$ cat config.mk
export PLATFORM = sky130hd
export DESIGN_NAME = adder_pipe_seg
export DESIGN_NICKNAME = d
export VERILOG_FILES = /design/src/rtl/adder_pipe_seg.sv
export SDC_FILE = /design/constraint.sdc
export NUM_CORES = 1
export LEC_CHECK = 0
export ABC_AREA = 0
export CORE_AREA = 2 2 121 123
export DETAILED_ROUTE_END_ITERATION = 16
export DIE_AREA = 0 0 123 125
export GPL_TIMING_DRIVEN = 0
export PLACE_DENSITY = 0.89
export SETUP_SLACK_MARGIN = 0.2
export SLEW_MARGIN = 15
export SYNTH_ARGS = -nofsm -noshare
export SYNTH_HDL_FRONTEND = slang
export SYNTH_SLANG_ARGS = --single-unit
$ cat constraint.sdc
create_clock -name clk -period 3.6 [get_ports clk]
set_input_delay 0.54 -clock clk [delete_from_list [all_inputs] [get_ports clk]]
set_output_delay 0.54 -clock clk [all_outputs]
set_load 0.005 [all_outputs]
$ cat src/rtl/adder_pipe_seg.sv
// adder_pipe_seg: carry-segmented pipelined adder.
// Each stage adds one SEG_W-wide slice of the operands plus the carry from
// the previous stage. The not-yet-added upper operand bits travel down the
// pipe while the completed lower sum bits accumulate. All stages share one
// advance enable, so a stalled output freezes the whole pipe, bubbles included.
module adder_pipe_seg #(
  parameter int WIDTH = 32,
  parameter int SEG_W = 8
) (
  input  logic             clk,
  input  logic             rst_n,
  input  logic             in_valid,
  output logic             in_ready,
  input  logic [WIDTH-1:0] a,
  input  logic [WIDTH-1:0] b,
  input  logic             cin,
  output logic             out_valid,
  input  logic             out_ready,
  output logic [WIDTH-1:0] sum,
  output logic             cout,
  output logic             ovf
);

  localparam int STAGES = WIDTH / SEG_W;
  localparam int LAST   = STAGES - 1;

  // The pipe moves only when the final stage is empty or being drained.
  logic advance;
  assign advance  = !out_valid || out_ready;
  assign in_ready = advance;

  for (genvar gi = 0; gi < STAGES; gi++) begin : g_stage
    localparam int LO_W  = gi * SEG_W;     // sum bits already completed upstream
    localparam int SRC_W = WIDTH - LO_W;   // operand bits still pending on entry
    localparam int HI_W  = SRC_W - SEG_W;  // operand bits still pending on exit

    logic                  v_src;
    logic                  c_src;
    logic                  sa_src;
    logic                  sb_src;
    logic [SRC_W-1:0]      a_src;
    logic [SRC_W-1:0]      b_src;
    logic [SEG_W:0]        seg_add;
    logic [LO_W+SEG_W-1:0] sum_d;
    logic [LO_W+SEG_W-1:0] sum_q;
    logic                  valid_d;
    logic                  valid_q;
    logic                  carry_d;
    logic                  carry_q;
    logic                  sa_d;
    logic                  sa_q;
    logic                  sb_d;
    logic                  sb_q;

    if (gi == 0) begin : g_src
      assign v_src  = in_valid;
      assign c_src  = cin;
      assign a_src  = a;
      assign b_src  = b;
      assign sa_src = a[WIDTH-1];
      assign sb_src = b[WIDTH-1];

      // First stage starts the sum with its own slice only.
      always_comb begin
        sum_d = seg_add[SEG_W-1:0];
      end
    end else begin : g_src
      assign v_src  = g_stage[gi-1].valid_q;
      assign c_src  = g_stage[gi-1].carry_q;
      assign a_src  = g_stage[gi-1].g_hi.a_hi_q;
      assign b_src  = g_stage[gi-1].g_hi.b_hi_q;
      assign sa_src = g_stage[gi-1].sa_q;
      assign sb_src = g_stage[gi-1].sb_q;

      // Append this stage's slice above the sum bits finished upstream.
      always_comb begin
        sum_d = {seg_add[SEG_W-1:0], g_stage[gi-1].sum_q};
      end
    end

    // Slice add with carry-in; the extra bit becomes the carry to the next stage.
    always_comb begin
      seg_add = {1'b0, a_src[SEG_W-1:0]} + {1'b0, b_src[SEG_W-1:0]}
              + {{SEG_W{1'b0}}, c_src};
      carry_d = seg_add[SEG_W];
      valid_d = v_src;
      sa_d    = sa_src;
      sb_d    = sb_src;
    end

    // Stage register: valid, carry, partial sum and operand sign bits.
    always_ff @(posedge clk or negedge rst_n) begin
      if (!rst_n) begin
        valid_q <= 1'b0;
        carry_q <= 1'b0;
        sum_q   <= '0;
        sa_q    <= 1'b0;
        sb_q    <= 1'b0;
      end else if (advance) begin
        valid_q <= valid_d;
        carry_q <= carry_d;
        sum_q   <= sum_d;
        sa_q    <= sa_d;
        sb_q    <= sb_d;
      end
    end

    // Upper operand slices only exist while some segments remain unadded.
    if (HI_W > 0) begin : g_hi
      logic [HI_W-1:0] a_hi_d;
      logic [HI_W-1:0] a_hi_q;
      logic [HI_W-1:0] b_hi_d;
      logic [HI_W-1:0] b_hi_q;

      // Drop the slice consumed here and forward the rest.
      always_comb begin
        a_hi_d = a_src[SRC_W-1:SEG_W];
        b_hi_d = b_src[SRC_W-1:SEG_W];
      end

      // Pending-operand register, held together with the rest of the stage.
      always_ff @(posedge clk or negedge rst_n) begin
        if (!rst_n) begin
          a_hi_q <= '0;
          b_hi_q <= '0;
        end else if (advance) begin
          a_hi_q <= a_hi_d;
          b_hi_q <= b_hi_d;
        end
      end
    end
  end

  // Results come straight from the final stage register.
  assign out_valid = g_stage[LAST].valid_q;
  assign sum       = g_stage[LAST].sum_q;
  assign cout      = g_stage[LAST].carry_q;
  assign ovf       = (g_stage[LAST].sa_q == g_stage[LAST].sb_q) &&
                     (g_stage[LAST].sum_q[WIDTH-1] != g_stage[LAST].sa_q);

endmodule

==> results of run 1 <==
[registers in the layout (all words and copies together) (netlist names)]
signal,flops
g_stage.sum_q,48
g_stage.g_hi.a_hi_q,45
g_stage.g_hi.b_hi_q,45
sum,32
g_stage.sa_q,4
g_stage.sb_q,4
g_stage.carry_q,3
g_stage.valid_q,3
cout,1
out_valid,1
[layout by cell type (no fill, tap or decap), drive strengths merged]
| cell type | instances |
|---|---|
| nor3 | 13 |
| clkdlybuf4s50 | 103 |
| ha | 28 |
| fa | 8 |
| nor2 | 12 |
| xnor2 | 3 |
| o21ai | 42 |
| bufinv | 3 |
| a21o | 6 |
| a31oi | 4 |
| o211ai | 6 |
| xor2 | 12 |
| dfrtp | 186 |
| o311a | 1 |
| nand2 | 493 |
| o31a | 1 |
| buf | 18 |
| a21oi | 15 |
| a41oi | 1 |
| clkinv | 3 |
| or3 | 4 |
| o21a | 1 |
| clkinvlp | 3 |
| clkbuf | 48 |
| nor2b | 5 |
| inv | 8 |
| a211oi | 10 |
| o21bai | 4 |
| or2 | 1 |
| nand2b | 4 |
[power by group]
part	switching, mW	internal (mW)	total, mW
Sequential	0.575	3.00	3.57
Combinational	1.89	1.46	3.35
Clock	0.782	1.19	1.97
Total	3.25	5.64	8.89
[cells by family after synthesis]
logic type / count (synthesis) / synth area share
XOR/XNOR: 15 / 0.01622
flip-flops: 186 / 0.5745
buffers and inverters: 49 / 0.02517
AND/OR/NAND/NOR: 532 / 0.2537
AO/OA/AOI/OAI: 91 / 0.06733
adder cells (fa/ha/maj): 36 / 0.06301
[worst register-to-register path: cells and delay by family, from the launching register on]
family,cells,cell delay (ns)
AOI/OAI and AO/OA,4,0.90
adders and majority gates,2,0.78
buffers and inverters,1,0.10
DFF,1,0.42
and+or+nand+nor,1,0.07
[metrics by stage]
step                      TNS, ns  hold slack, ns  std cells
after floorplan                 0          0.2444        909
after global placement    -976.19          0.4464       1197
after detailed placement        0          0.4557       1198
after CTS                       0          0.1173       1230
after global routing            0          0.1304       1230
final                           0         0.07562       1230
[layer usage]
layer	wire length, um	up-vias	GRT usage
met3	1495	54	0.05794
met2	9536	289	0.4345
met4	633	0	0.1123
met1	7882	3164	0.3456
met5	0	-	0
li1	-	3140	-
[worst min-delay path by stage]
stage,end,slack [ns],depth (start not counted)
3_5_place_dp,g_stage[0].g_hi.a_hi_q[16],0.46,2
5_1_grt,g_stage[0].sum_q[3],0.13,1
4_1_cts,g_stage[0].sum_q[3],0.12,1
3_3_place_gp,g_stage[2].valid_q,0.45,2
6_report,g_stage[0].sum_q[3],0.08,1
2_1_floorplan,cout,0.24,0
[layout make-up]
cell class                 instances  area share
buffer                            41     0.01733
clock buffer                      23     0.04961
clock inverter                     9     0.01346
inverter                           8    0.002991
multi-input combinational        674      0.3231
sequential                       186      0.4637
tap                              184     0.02293
timing repair buffer             105      0.1069
==> out/qor.csv, run 1 <==
metric,value,unit
crit_path_end_kind,primary output,
path_max_fanout,10,
multi_input_area,3243,um^2
synthArstFlopShare,1.000,
vias,6647,
fin_crit,2.635,ns
peakVddDrop,0.0004748,V
worst_slew_pin_slew,0.7785,ns
synth_top_area_frac,0.5745,
nNetsFinal,1138,
die_y,125,um
drc_errors,0,
coreArea,14200,um^2
ant_nets,0,
wl,19.55,mm
cp_slowest_cell,clkdlybuf4s50_1,
netlist_area,8102,um^2
cp-start-kind,primary input,
rsz0062_at_grt,false,
cts_resized,0,
die_width,123,um
crit_arrival,2.09,ns
num_io_pins,105,
critical_path.top_delay_family,buffers and inverters,
r2r_start,g_stage[1].carry_q,
yosysSeqAreaShare,0.5745,
cts_hold_buffers,0,
grt_max_degree,103,
yosysMostFrequentCell,nand2_1,
rows,44,
htree_levels,4,
final_hold_viol_count,0,
grt_antenna_before_repair,0,
clockBufferDepth,2,
slew_violations,0,
routabilityCongestion,0.8453,
cts_post_setup_buffers_inserted,0,
power_density,885.6,nW/um^2
ys_seq_elements,186,
ff2ff_setup_slack,1.19,ns
overflow,0,
avgSynthCellArea,8.913,um^2
cts_sinks,186,
path_depth,5,
crit_type,in2out,
synth_edf_count,0,
power,8.890,mW
start_util,0.5704,
cp_data_required_time,3.06,ns
avgViaCountPerCell,5.404,
grt_pass1_wl,31.53,mm
grt_pass1_vias,6421,
cap_violations,0,
cts_buffers,17,
area_growth,23.91,%
cp-startpoint,out_ready,
fillerInstances,1002,
cts_tree,done,
ys_warn_count,0,
r2r_cells,8,
io_buffers,104,
wl_per_cell,15.89,um
r2r-end,g_stage[2].carry_q,
skew,0.009139,ns
timing.slew.headroom,0.4810,
synthCells,909,
synthFlopType,dfrtp_1,
drt_pass1_iterations,5,
fin_ws,0.9651,ns
synthTopCellsByArea,"dfrtp_1 57%, nand2_1 23%, ha_1 4.3%",
diodes,0,
leakage,5.053,nW
critPathCapture,in_ready,
fmax,379.5,MHz
grtUsageTotal,0.2665,
max_stage_delay,0.59,ns
placed_area,9405,um^2
status,"finished, final reports clean",
fin_area,10040,um^2
min_period_over_period,0.7319,
report.final.setup_viol,0,
hp-class,in2async,
synth_nets,1014,
yosys.area.top_type,dfrtp_1,
seq_area,4654,um^2
crit_chain,"clkdlybuf4s50_1, nor2b_1, clkinv_1, clkbuf_1, clkdlybuf4s50_1",
dpl.hpwl,13.24,mm
synth_cell_types,29,
post-place-ws,0.6805,ns
clock-root-buffer,clkbuf_16,
layout-drive-gt1-share,0.04971,
drt_iter0_drc,607,
die_area,15380,um^2
clk-insertion-delay-late,0.43,ns
finish.utilization,0.7067,
crit_buf_inv,4,
clkSlewWorstSetupHoldPaths,0.06,ns
crit_path_frequent_cell,clkdlybuf4s50_1,
synth_common_cells,"493 x nand2_1, 186 x dfrtp_1, 42 x o21ai_0, 28 x ha_1, 25 x clkbuf_1",
No activity file was read; power rests on OpenSTA's default activity.
==> inputs of run 2 (changes only) <==
--- a/config.mk
+++ b/config.mk
@@ -6,11 +6,11 @@
 export NUM_CORES = 1
 export LEC_CHECK = 0
 export ABC_AREA = 0
-export CORE_AREA = 2 2 121 123
+export CORE_AREA = 2 2 125 127
 export DETAILED_ROUTE_END_ITERATION = 16
-export DIE_AREA = 0 0 123 125
+export DIE_AREA = 0 0 127 129
 export GPL_TIMING_DRIVEN = 0
-export PLACE_DENSITY = 0.89
+export PLACE_DENSITY = 0.84
 export SETUP_SLACK_MARGIN = 0.2
 export SLEW_MARGIN = 15
 export SYNTH_ARGS = -nofsm -noshare
==> constraint.sdc (replaced) <==
create_clock -name clk -period 2.7 [get_ports clk]
set_input_delay 0.405 -clock clk [delete_from_list [all_inputs] [get_ports clk]]
set_output_delay 0.405 -clock clk [all_outputs]
set_load 0.005 [all_outputs]
==> run 2 against run 1 <==
Against the previous run: total power increased by 31%; design area decreased by 0.22%; flip-flop and latch count unchanged; via count decreased by 2.1%; non-clock buffer count unchanged; utilization decreased by 3.8 points; count of clock-buffer cells in the layout decreased by 6; clock skew increased by 0.0012 ns; final cell count increased by 0.33%; register-to-register slack got worse by 0.87 ns.
==> out/qor.csv, run 2 (synthesized netlist as in run 1, its figures left out) <==
metric,value,unit,change
area_growth,23.63,%,
cp_data_required_time,2.99,ns,-0.07 ns
fillerInstances,1155,,+15%
mostFrequentLayoutCell,nand2_1,,
ant_nets,0,,unchanged
timing.hold.worst_endpoint,sum[4],,
max_stage_delay,0.50,ns,-0.09 ns
coreArea,14980,um^2,+5.4%
avgViaCountPerCell,5.271,,-2.5%
seq_area,4654,um^2,unchanged
post-place-ws,-0.08336,ns,-0.7639 ns
rsz0062_at_grt,false,,
cts_tree,done,,
layout-drive-gt1-share,0.05258,,+0.002868
cts_sinks,186,,unchanged
largest-register,g_stage.sum_q,,
die_area,16380,um^2,+6.6%
dpl.hpwl,13.33,mm,+0.68%
drt_pass1_iterations,7,,+2
multi_input_area,3247,um^2,+0.12%
fin_crit,2.380,ns,
routabilityCongestion,0.8513,,+0.71%
path_max_fanout,3,,-7
cp-start-kind,flop,,
clk-insertion-delay-late,0.44,ns,about the same
reg_top3,"g_stage.sum_q: 48 flops, g_stage.g_hi.a_hi_q: 45 flops, g_stage.g_hi.b_hi_q: 45 flops",,
ff2ff_setup_slack,0.32,ns,-0.87 ns
clkSlewWorstSetupHoldPaths,0.07,ns,about the same
skew,0.01029,ns,+0.001151 ns
start_util,0.5409,,-0.02945
vias,6505,,-2.1%
worst_slew_pin_slew,0.8134,ns,+0.03488 ns
status,"finished, final reports clean",,
grt_antenna_before_repair,0,,unchanged
cp_slowest_cell,fa_1,,
r2r_start,g_stage[2].g_hi.a_hi_q[0],,
leakage,5.040,nW,-0.24%
largest_register_ffs,48,,unchanged
drt_iter0_drc,472,,-22%
io_buffers,104,,unchanged
crit_type,reg2reg,,
report.final.setup_viol,0,,unchanged
overflow,0,,unchanged
die_y,129,um,+3.2%
power_density,1160,nW/um^2,+31%
clock-root-buffer,clkbuf_16,,
num_io_pins,105,,unchanged
whs_path_depth,2,,
grt_pass1_wl,30.67,mm,-2.7%
wl_per_cell,15.40,um,-3.1%
wl,19.00,mm,-2.8%
timing.slew.headroom,0.4577,,-0.02325
final_hold_viol_count,0,,unchanged
fin_ws,0.3201,ns,-0.6450 ns
hp-start,sum[4],,
r2r_cells,7,,-1
grt_pass1_vias,6387,,-0.53%
grt_max_degree,102,,-0.97%
hp-class,reg2reg,,
grtUsageTotal,0.2438,,-0.02270
slew_violations,0,,unchanged
crit_path_end_kind,flop,,
die_width,127,um,+3.3%
drc_errors,0,,unchanged
htree_levels,4,,unchanged
r2r-end,sum[30],,
cap_violations,0,,unchanged
min_period_over_period,0.8814,,
nNetsFinal,1138,,unchanged
final_cell_mix,"493 x nand2_1, 186 x dfrtp_1, 103 x clkdlybuf4s50_1",,
power,11.62,mW,+31%
crit_chain,"fa_1, fa_1, a21oi_2, o211ai_1, a21oi_1, xor2_1, o21ai_0",,
peakVddDrop,0.0006021,V,+27%
diodes,0,,unchanged
clockBufferDepth,2,,unchanged
cts_buffers,17,,unchanged
fmax,420.2,MHz,
crit_path_frequent_cell,fa_1,,
rows,45,,+2.3%
crit_arrival,2.67,ns,+0.58 ns
## run 2: cell types whose count changed in the layout (fill, tap and decap cells not counted)
| cell | change |
|---|---|
| dlygate4sd3_1 | +1 |
| clkbuf_1 | -2 |
| clkinv_4 | +2 |
| inv_6 | +4 |
| clkinv_2 | +1 |
| inv_8 | +1 |
| bufinv_16 | -1 |
| a21oi_1 | -1 |
| clkbuf_8 | -5 |
| clkinv_1 | -1 |
| a21oi_2 | +1 |
## run 2: layer usage
layer,up-vias,global-route usage,wire length (um)
li1,3141,-,-
met1,3115,0.3108,8159
met2,211,0.4099,9291
met3,38,0.04740,1036
met4,0,0.1092,512
met5,-,0,0
## run 2: power breakdown
group          leakage [nW]  switching, mW  internal (mW)
combinational          2.50           2.43           1.93
clock                 0.287           1.13           1.38
sequential             2.25          0.752           4.00
total                  5.04           4.31           7.31
## run 2: stage by stage
stage	cells	hold slack, ns	setup TNS, ns	utilization	instance area (um^2)
global route	1234	0.4925	0	0.6688	10020
global placement	1201	0.4437	-1136.48	0.6261	9378
floorplan	909	0.1094	0	-	8102
CTS	1234	0.4706	0	0.6683	10010
finish	1234	0.4651	0	0.6688	10020
detailed placement	1202	0.4458	-0.08336	0.6283	9410
## run 2: worst max path at each step
stage | startpoint | endpoint | depth (start not counted) | slack, ns
finish | g_stage[2].g_hi.a_hi_q[0] | sum[30] | 7 | 0.32
global route | g_stage[2].g_hi.a_hi_q[0] | sum[30] | 7 | 0.20
CTS | out_valid | in_ready | 3 | 0.30
detailed placement | a[0] | g_stage[0].sum_q[6] | 8 | -0.08
global placement | rst_n | sum[19] | 1 | -6.13
floorplan | a[0] | g_stage[0].sum_q[6] | 7 | 0.56
## run 2: area by class of cell
| cell class | instances | area share |
|---|---|---|
| Clock inverter | 15 | 0.01661 |
| Buffer | 40 | 0.01699 |
| Multi-Input combinational cell | 674 | 0.3242 |
| Sequential cell | 186 | 0.4647 |
| Tap cell | 188 | 0.02349 |
| Timing Repair Buffer | 106 | 0.1082 |
| Inverter | 8 | 0.003373 |
| Clock buffer | 17 | 0.04247 |
## run 2: worst max-delay path, delay by kind of cell (launching register included)
kind            cells  cell delay (ns)
compound gates      4             0.67
xor+xnor            1             0.19
fa+ha+maj           2             0.94
flops               1             0.42
## run 2: timing repair
item | CTS | global route
buffers inserted | 0 | 0
endpoints found under the setup margin | 1 | 2
hold buffers | 1 | 0
hold endpoints to repair | 64 | 0
resized for setup | 0 | 2
==> inputs of run 3 (changes only) <==
--- a/config.mk
+++ b/config.mk
@@ -16,3 +16,4 @@
 export SYNTH_ARGS = -nofsm -noshare
 export SYNTH_HDL_FRONTEND = slang
 export SYNTH_SLANG_ARGS = --single-unit
+export TNS_END_PERCENT = 50
==> run 3 against run 2 <==
Against the previous run: largest cell class unchanged; maximum frequency is essentially flat; worst hold slack is essentially flat; count of clock-buffer cells in the layout is the same; largest power group unchanged; first-iteration DRC count is the same; die area is the same; sequential power is essentially flat; final cell count is the same; utilization is essentially flat; register-to-register slack is essentially flat; critical path type unchanged; clock power is essentially flat; global-route usage is the same; highest routed layer unchanged; combinational power is essentially flat.
==> out/qor.csv, run 3 (synthesized netlist as in run 1, its figures left out) <==
metric,value,unit,change
status,"finished, final reports clean",,
nNetsFinal,1138,,unchanged
tns,0,ns,unchanged
min_period_over_period,0.8819,,about the same
crit_path_end_kind,flop,,
seq_area,4654,um^2,unchanged
grt_use_met2,0.4099,,unchanged
die_y,129,um,unchanged
dpl.cell_count,1202,,unchanged
routabilityCongestion,0.8513,,unchanged
power,11.61,mW,about the same
multi_input_area,3247,um^2,unchanged
leakage,5.041,nW,about the same
clockBufferDepth,2,,unchanged
path_max_fanout,3,,unchanged
die_area,16380,um^2,unchanged
diodes,0,,unchanged
busiest_layer,met2,,
coreArea,14980,um^2,unchanged
cts_sinks,186,,unchanged
final_hold_viol_count,0,,unchanged
wl_per_cell,15.39,um,about the same
layout-drive-gt1-share,0.05163,,-0.0009560
start_util,0.5409,,unchanged
grt_pass1_wl,30.67,mm,unchanged
peakVddDrop,0.0005983,V,-0.62%
grt_use_met1,0.3108,,unchanged
largest-register,g_stage.sum_q,,
mostFrequentLayoutCell,nand2_1,,
hp-class,reg2reg,,
cap_violations,0,,unchanged
cts_buffers,17,,unchanged
htree_levels,4,,unchanged
timing.slew.headroom,0.4577,,about the same
cp_data_required_time,2.99,ns,about the same
avgViaCountPerCell,5.263,,-0.17%
clk-insertion-delay-late,0.44,ns,about the same
drt_iter0_drc,472,,unchanged
rows,45,,unchanged
power_density,1160,nW/um^2,about the same
ant_nets,0,,unchanged
grt_pass1_vias,6387,,unchanged
fillerInstances,1157,,+0.17%
grtUsageTotal,0.2438,,unchanged
clkSlewWorstSetupHoldPaths,0.07,ns,about the same
fin_area,10010,um^2,about the same
slew_violations,0,,unchanged
worst_slew_pin_slew,0.8134,ns,+0.00001025 ns
reg_top3,"g_stage.sum_q: 48 flops, g_stage.g_hi.a_hi_q: 45 flops, g_stage.g_hi.b_hi_q: 45 flops",,
overflow,0,,unchanged
dpl.hpwl,13.33,mm,unchanged
io_buffers,104,,unchanged
grt_use_met3,0.04740,,unchanged
crit_type,reg2reg,,
grt_antenna_before_repair,0,,unchanged
rsz0062_at_grt,true,,
finish.utilization,0.6685,,about the same
area_growth,23.58,%,about the same
drt_pass1_iterations,7,,unchanged
grt_max_degree,102,,unchanged
report.final.setup_viol,0,,unchanged
num_io_pins,105,,unchanged
cts_tree,done,,
skew,0.01029,ns,-0.0000007000 ns
fin_crit,2.381,ns,+0.001290 ns
cp-start-kind,flop,,
fmax,420.0,MHz,about the same
fin_cells,1234,,unchanged
placed_area,9410,um^2,unchanged
clock-root-buffer,clkbuf_16,,
final_cell_mix,"493 x nand2_1, 186 x dfrtp_1, 103 x clkdlybuf4s50_1",,
drc_errors,0,,unchanged
die_width,127,um,unchanged
crit_arrival,2.67,ns,about the same
largest_register_ffs,48,,unchanged
wl,18.99,mm,about the same
vias,6494,,-0.17%
run 3: per-stage QoR:
stage / hold slack, ns / setup slack [ns]
finish: 0.4651 / 0.3188
global route: 0.4925 / 0.1991
CTS: 0.4706 / 0.3037
detailed placement: 0.4458 / -0.08336
global placement: 0.4437 / -6.125
floorplan: 0.1094 / 0.5613
run 3: power breakdown:
group / switching [mW] / internal, mW
clock network: 1.12 / 1.38
logic: 2.43 / 1.93
registers: 0.752 / 4.00
run 3: timing repair:
action,4_1_cts,5_1_grt
buffers inserted,0,0
endpoints found under the setup margin,1,2
cloned,0,0
pin swaps,0,0
hold buffers,1,0
resized for setup,0,1
hold endpoints to repair,64,0
run 3: final cells by class:
cell class / count / area share
inverters: 8 / 0.002999
flip-flops and latches: 186 / 0.4649
repair buffers: 106 / 0.1082
well taps: 188 / 0.02349
plain buffers: 40 / 0.01700
multi-input cells: 674 / 0.3243
clock inverters: 15 / 0.01662
clock buffers: 17 / 0.04249
run 3: path summary, 6_finish.rpt:
path	start	end	slack, ns	cells after the start
max	g_stage[2].g_hi.a_hi_q[0]	sum[30]	0.32	7
min	sum[4]	sum[4]	0.47	2
max reg2reg	g_stage[2].g_hi.a_hi_q[0]	sum[30]	0.32	7
min reg2reg	sum[4]	sum[4]	0.47	2
max in group asynchronous	rst_n	g_stage[2].sum_q[20]	1.26	3
min in group asynchronous	rst_n	g_stage[1].sum_q[2]	0.55	2
run 3: critical path: stages, from the launching register on:
cell and delay, ns:
dfrtp_1 0.42, fa_1 0.50, fa_1 0.44, a21oi_2 0.21, o211ai_1 0.13, a21oi_1 0.24, xor2_1 0.19, o21ai_0 0.09
run 3: metal layers:
metal | up-vias | routed length (um)
li1 | 3141 | -
met4 | 0 | 505
met3 | 37 | 1007
met5 | - | 0
met2 | 207 | 9303
met1 | 3109 | 8172
